`src/rtl/alu_pkg.sv`:
```
// alu_pkg: sel op codes and FSM state encoding shared by alu_seq and the ALU control decoder
package alu_pkg;
  localparam logic [3:0] SEL_ADD = 4'd0;
  localparam logic [3:0] SEL_SUB = 4'd1;
  localparam logic [3:0] SEL_MUL = 4'd2;
  localparam logic [3:0] SEL_DIV = 4'd3;
  localparam logic [3:0] SEL_AND = 4'd4;
  localparam logic [3:0] SEL_OR  = 4'd5;
  localparam logic [3:0] SEL_XOR = 4'd6;
  localparam logic [3:0] SEL_NOT = 4'd7;
  localparam logic [3:0] SEL_SLT = 4'd8;
  typedef enum logic [1:0] {S_IDLE, S_MUL, S_DIV, S_DONE} state_e;
endpackage

```
`src/rtl/seq_muldiv.sv`:
```
// seq_muldiv: W-step shift-add multiply / restoring divide; ports clk, rst_n, start_mul, start_div, a, b in; fin (final-step pulse) and y (low product or quotient, valid with fin) out
module seq_muldiv #(
  parameter int W = 32
) (
  input  logic         clk,
  input  logic         rst_n,
  input  logic         start_mul,
  input  logic         start_div,
  input  logic [W-1:0] a,
  input  logic [W-1:0] b,
  output logic         fin,
  output logic [W-1:0] y
);
  localparam int CW = $clog2(W + 1);
  logic [CW-1:0] cnt_q;
  logic run_q, mul_q, ge;
  logic [W-1:0] acc_q, sh_q, mc_q, acc_d, sh_d;
  logic [W:0] rem;
  always_comb begin
    rem = {acc_q, sh_q[W-1]};
    ge = rem >= {1'b0, mc_q};
    acc_d = mul_q ? acc_q + (sh_q[0] ? mc_q : '0) : ge ? W'(rem - {1'b0, mc_q}) : rem[W-1:0];
    sh_d = mul_q ? sh_q >> 1 : {sh_q[W-2:0], ge};
  end
  assign fin = run_q && cnt_q == CW'(1);
  assign y = mul_q ? acc_d : sh_d;
  always_ff @(posedge clk or negedge rst_n) begin
    if (!rst_n) begin
      run_q <= 1'b0;
      mul_q <= 1'b0;
      cnt_q <= '0;
      acc_q <= '0;
      sh_q  <= '0;
      mc_q  <= '0;
    end else if (start_mul || start_div) begin
      run_q <= 1'b1;
      mul_q <= start_mul;
      cnt_q <= CW'(W);
      acc_q <= '0;
      sh_q  <= start_mul ? b : a;
      mc_q  <= start_mul ? a : b;
    end else if (run_q) begin
      run_q <= !fin;
      cnt_q <= cnt_q - CW'(1);
      acc_q <= acc_d;
      sh_q  <= sh_d;
      mc_q  <= mul_q ? mc_q << 1 : mc_q;
    end
  end
endmodule

```
`src/rtl/alu_seq.sv`:
```
// alu_seq: multi-cycle ALU; ports clk, rst_n, start, sel, a, b in; result, zero, div_by_zero, busy, done out
module alu_seq
  import alu_pkg::*;
#(
  parameter int W = 32
) (
  input  logic         clk,
  input  logic         rst_n,
  input  logic         start,
  input  logic [3:0]   sel,
  input  logic [W-1:0] a,
  input  logic [W-1:0] b,
  output logic [W-1:0] result,
  output logic         zero,
  output logic         div_by_zero,
  output logic         busy,
  output logic         done
);
  state_e state_q;
  logic [W-1:0] result_q, op_d, md_y;
  logic zero_q, dbz_q, accept, start_mul, start_div, md_fin;
  assign accept = start && (state_q == S_IDLE || state_q == S_DONE);
  assign start_mul = accept && sel == SEL_MUL;
  assign start_div = accept && sel == SEL_DIV && b != '0;
  always_comb begin
    op_d = sel == SEL_ADD ? a + b
         : sel == SEL_SUB ? a - b
         : sel == SEL_AND ? a & b
         : sel == SEL_OR  ? a | b
         : sel == SEL_XOR ? a ^ b
         : sel == SEL_NOT ? ~a
         : sel == SEL_SLT ? {{(W-1){1'b0}}, $signed(a) < $signed(b)}
         : sel == SEL_DIV ? '1
         : '0;
  end
  seq_muldiv #(.W(W)) u_md (
    .clk(clk), .rst_n(rst_n), .start_mul(start_mul), .start_div(start_div),
    .a(a), .b(b), .fin(md_fin), .y(md_y)
  );
  always_ff @(posedge clk or negedge rst_n) begin
    if (!rst_n) begin
      state_q  <= S_IDLE;
      result_q <= '0;
      zero_q   <= 1'b1;
      dbz_q    <= 1'b0;
    end else if (state_q == S_MUL || state_q == S_DIV) begin
      if (md_fin) begin
        state_q  <= S_DONE;
        result_q <= md_y;
        zero_q   <= md_y == '0;
        dbz_q    <= 1'b0;
      end
    end else if (start_mul) begin
      state_q <= S_MUL;
    end else if (start_div) begin
      state_q <= S_DIV;
    end else if (accept) begin
      state_q  <= S_DONE;
      result_q <= op_d;
      zero_q   <= op_d == '0;
      dbz_q    <= sel == SEL_DIV;
    end else begin
      state_q <= S_IDLE;
    end
  end
  assign result = result_q;
  assign zero = zero_q;
  assign div_by_zero = dbz_q;
  assign busy = state_q == S_MUL || state_q == S_DIV;
  assign done = state_q == S_DONE;
endmodule

```
`config.mk`:
```
export PLATFORM = sky130hd
export DESIGN_NAME = alu_seq
export DESIGN_NICKNAME = d
export VERILOG_FILES = /design/src/rtl/alu_pkg.sv /design/src/rtl/seq_muldiv.sv /design/src/rtl/alu_seq.sv
export SDC_FILE = /design/constraint.sdc
export NUM_CORES = 1
export LEC_CHECK = 0
export ABC_CLOCK_PERIOD_IN_PS = 10560
export BUFFER_PORTS_ARGS = -buffer_cell sky130_fd_sc_hd__buf_2
export CAP_MARGIN = 20
export CORE_MARGIN = 2
export CORE_UTILIZATION = 30
export CTS_BUF_LIST = sky130_fd_sc_hd__clkbuf_4
export CTS_CLUSTER_DIAMETER = 150
export DETAILED_ROUTE_END_ITERATION = 16
export GPL_TIMING_DRIVEN = 0
export PLACE_DENSITY_LB_ADDON = 0.12
export SYNTH_ARGS = -nofsm -noshare
export SYNTH_HDL_FRONTEND = slang
export SYNTH_SLANG_ARGS = --single-unit
```
`constraint.sdc`:
```
create_clock -name clk -period 10.56 [get_ports clk]
set_input_delay 1.056 -clock clk [delete_from_list [all_inputs] [get_ports clk]]
set_output_delay 1.056 -clock clk [all_outputs]
set_load 0.1 [all_outputs]
```
==> results.cfg <==
[clock_tree]
postCtsSetupRepairBufs = 0
clk_latency_ps = 630
path_clk_slew_ps = 140
htreeDepth = 4
cts_made_buffers = 17
tritoncts = yes
cts.sinks = 140
clock-root-buffer = clkbuf_4
ctsResizeCount = 0
holdBufCountCts = 0
clockBufferDepth = 2

[yosys]
synth_cells = 2484
synth.ff_latch_count = 140
ys_warn_count = 0
synthArstFlopShare = 1.00
synth_nets = 2721
syn_area_um2 = 17600
synth_edf_count = 0
syn_avg_cell_area_um2 = 7.07
ys.flop_type = dfrtp_1
synth_cell_type_count = 87
synth_seq_area_share = 0.200

[floorplanning]
core-area_um2 = 57800
io-pin-count = 107
rows = 88
start_util = 0.304
die-width_um = 246
die-area_um2 = 60500
die_h_um = 246

[grt]
grt_max_degree = 74
grt_overflow = 0
grt_pass1_vias = 19800
grt_usage = 0.289
grt_first_pass_wirelength_um = 130000
antenna_found_initial = 1

[sta]
setup_tns_ps = 0
rsz0062_at_grt = no
finClkSkew_ps = 29.6
worstMarginPinSlew_ps = 1160
max_freq_ghz = 0.168
relSlewSlack = 0.220
setup_slack_ps = 4620
finalHoldViolCount = 0
hold_ws_ps = 416
finalCritPeriodShare = 0.562
fin_crit_ps = 5940
setup_violations = 0
slew_viol_final = 0

[setup_path]
crit_type = in2reg
cp_max_fo = 10
reg2reg_slack_ps = 5110
worst_setup_path_start_kind = primary input
reg2reg_from = u_md.mc_q[8]
worst_ep_required_time_ps = 11080
ff2ff_path_depth = 14
critical_path_arrival_ps = 6460
critPathCaptureType = register
reg2reg_to = u_md.acc_q[0]

[layout]
drive_above_1_share = 0.0732
final_cell_mix = a21oi_1 (346), nand2_1 (241), nor2_1 (237)
final_common_cell = a21oi_1
syn_to_final_growth_pct = 10.3
fin_nets = 2848
layout.cells.non_filler = 3392
fillCellCount = 6364

[detailed_routing]
ant_nets = 0
drt_iter0_drc = 2224
routed_wl_um = 88600
drc = 0
vias = 20300
routed.top_layer = met4
wl_per_cell_um = 26.1
dr_wl_met3_um = 5230
via_per_inst = 5.98
m1WireLength_um = 38100
met2_length_um = 41300
firstDrtPassIters = 9

[power]
p_per_area_nw_per_um2 = 314
ir_worst_vdd_v = 0.000222
power_w = 0.00607
p_leak_nw = 8.49

[job]
maxCapViolations = 0

[place]
place_ws_ps = 4340
dp.cells = 3356
place_congestion = 0.976
dp_hpwl_um = 71600
io_buffers = 106

[status]
status = finished clean

[hold_path]
hold_path.class = in2async
## power breakdown
part	switching [W]	internal [W]	total, W
Clock	0.000242	0.000120	0.000362
Sequential	0.000294	0.000799	0.00109
Combinational	0.00314	0.00148	0.00462
## worst max path at each step
| stage | startpoint | end | slack [ps] | depth (start not counted) |
|---|---|---|---|---|
| after CTS | sel[0] | zero | 5000 | 14 |
| after detailed placement | sel[0] | zero | 4340 | 14 |
| after global placement | sel[0] | zero | 4250 | 14 |
| after floorplan | b[15] | result[30] | 6160 | 14 |
| after global routing | sel[0] | zero | 4780 | 14 |
| final | sel[0] | zero | 4620 | 14 |
## area by class of cell
type                            instances  area (µm²)  area share
Sequential cell                       140        3500       0.181
Multi-Input combinational cell       2029       12900       0.665
Clock inverter                         13         119     0.00614
Inverter                              144         541      0.0279
Timing Repair Buffer                  108         577      0.0298
Buffer                                171         648      0.0335
Clock buffer                           18         135     0.00698
Tap cell                              765         957      0.0494
Antenna cell                            4        10.0    0.000517
## sequential cells by signal, indices dropped and copies added, names as in the netlist
signal / flops
div_by_zero: 1
result: 32
state_q: 2
u_md.acc_q: 32
u_md.cnt_q: 6
u_md.mc_q: 32
u_md.mul_q: 1
u_md.run_q: 1
u_md.sh_q: 32
zero: 1
## cell families after synthesis
kind of cell,after synthesis,synth area share
DFF,140,0.200
muxes,23,0.0138
and+or+nand+nor,807,0.219
xor gates and xnor gates,62,0.0309
AOI/OAI and AO/OA,971,0.349
buffers and inverters,315,0.0677
adders and majority gates,166,0.120
## worst max-delay path: stages
cell and delay (ps):
buf_2 150, nor2b_1 160, clkbuf_1 450, and2_1 400
clkbuf_1 740, clkbuf_1 740, a221oi_1 160, o21ai_0 700
o2111ai_1 500, nor4_1 490, o2111ai_1 220, nor4_1 220
nand4_1 230, o211ai_1 220
## cells in the mapped netlist (10+ instances only)
master / count / area share
or3_1: 19 / 0.0068
o21bai_1: 14 / 0.0060
nor2_1: 237 / 0.051
and3_1: 22 / 0.0078
o21ai_0: 197 / 0.056
mux2i_1: 14 / 0.0080
inv_1: 142 / 0.030
a31oi_1: 32 / 0.011
o21a_1: 12 / 0.0051
clkbuf_1: 130 / 0.028
nand2_1: 241 / 0.052
o22ai_1: 40 / 0.014
xor2_1: 26 / 0.013
a211o_1: 10 / 0.0050
dfrtp_1: 139 / 0.20
a21oi_1: 346 / 0.099
a311oi_1: 13 / 0.0065
or2_2: 12 / 0.0043
buf_1: 36 / 0.0077
nand4_1: 23 / 0.0082
a221oi_1: 13 / 0.0065
nor2b_1: 41 / 0.015
o211ai_1: 31 / 0.013
a211oi_1: 45 / 0.019
ha_1: 162 / 0.12
nand3_1: 39 / 0.011
and2_1: 43 / 0.015
a21o_1: 78 / 0.033
nor4_1: 25 / 0.0089
o31ai_1: 18 / 0.0077
xnor2_1: 36 / 0.018
nand2b_1: 22 / 0.0078
nor3_1: 46 / 0.013
## stage by stage
stage                     utilization  cell area (µm²)
final                           0.335            19400
after global routing            0.335            19300
after CTS                       0.334            19300
after detailed placement        0.330            19100
after global placement          0.329            19000
after floorplan                     -            17600
## routing by layer
metal | GRT usage | vias up
li1 | - | 9303
met1 | 0.375 | 9871
met2 | 0.483 | 911
met3 | 0.0287 | 195
met4 | 0.131 | 0
met5 | 0 | -
No activity file was read; power rests on OpenSTA's default activity.
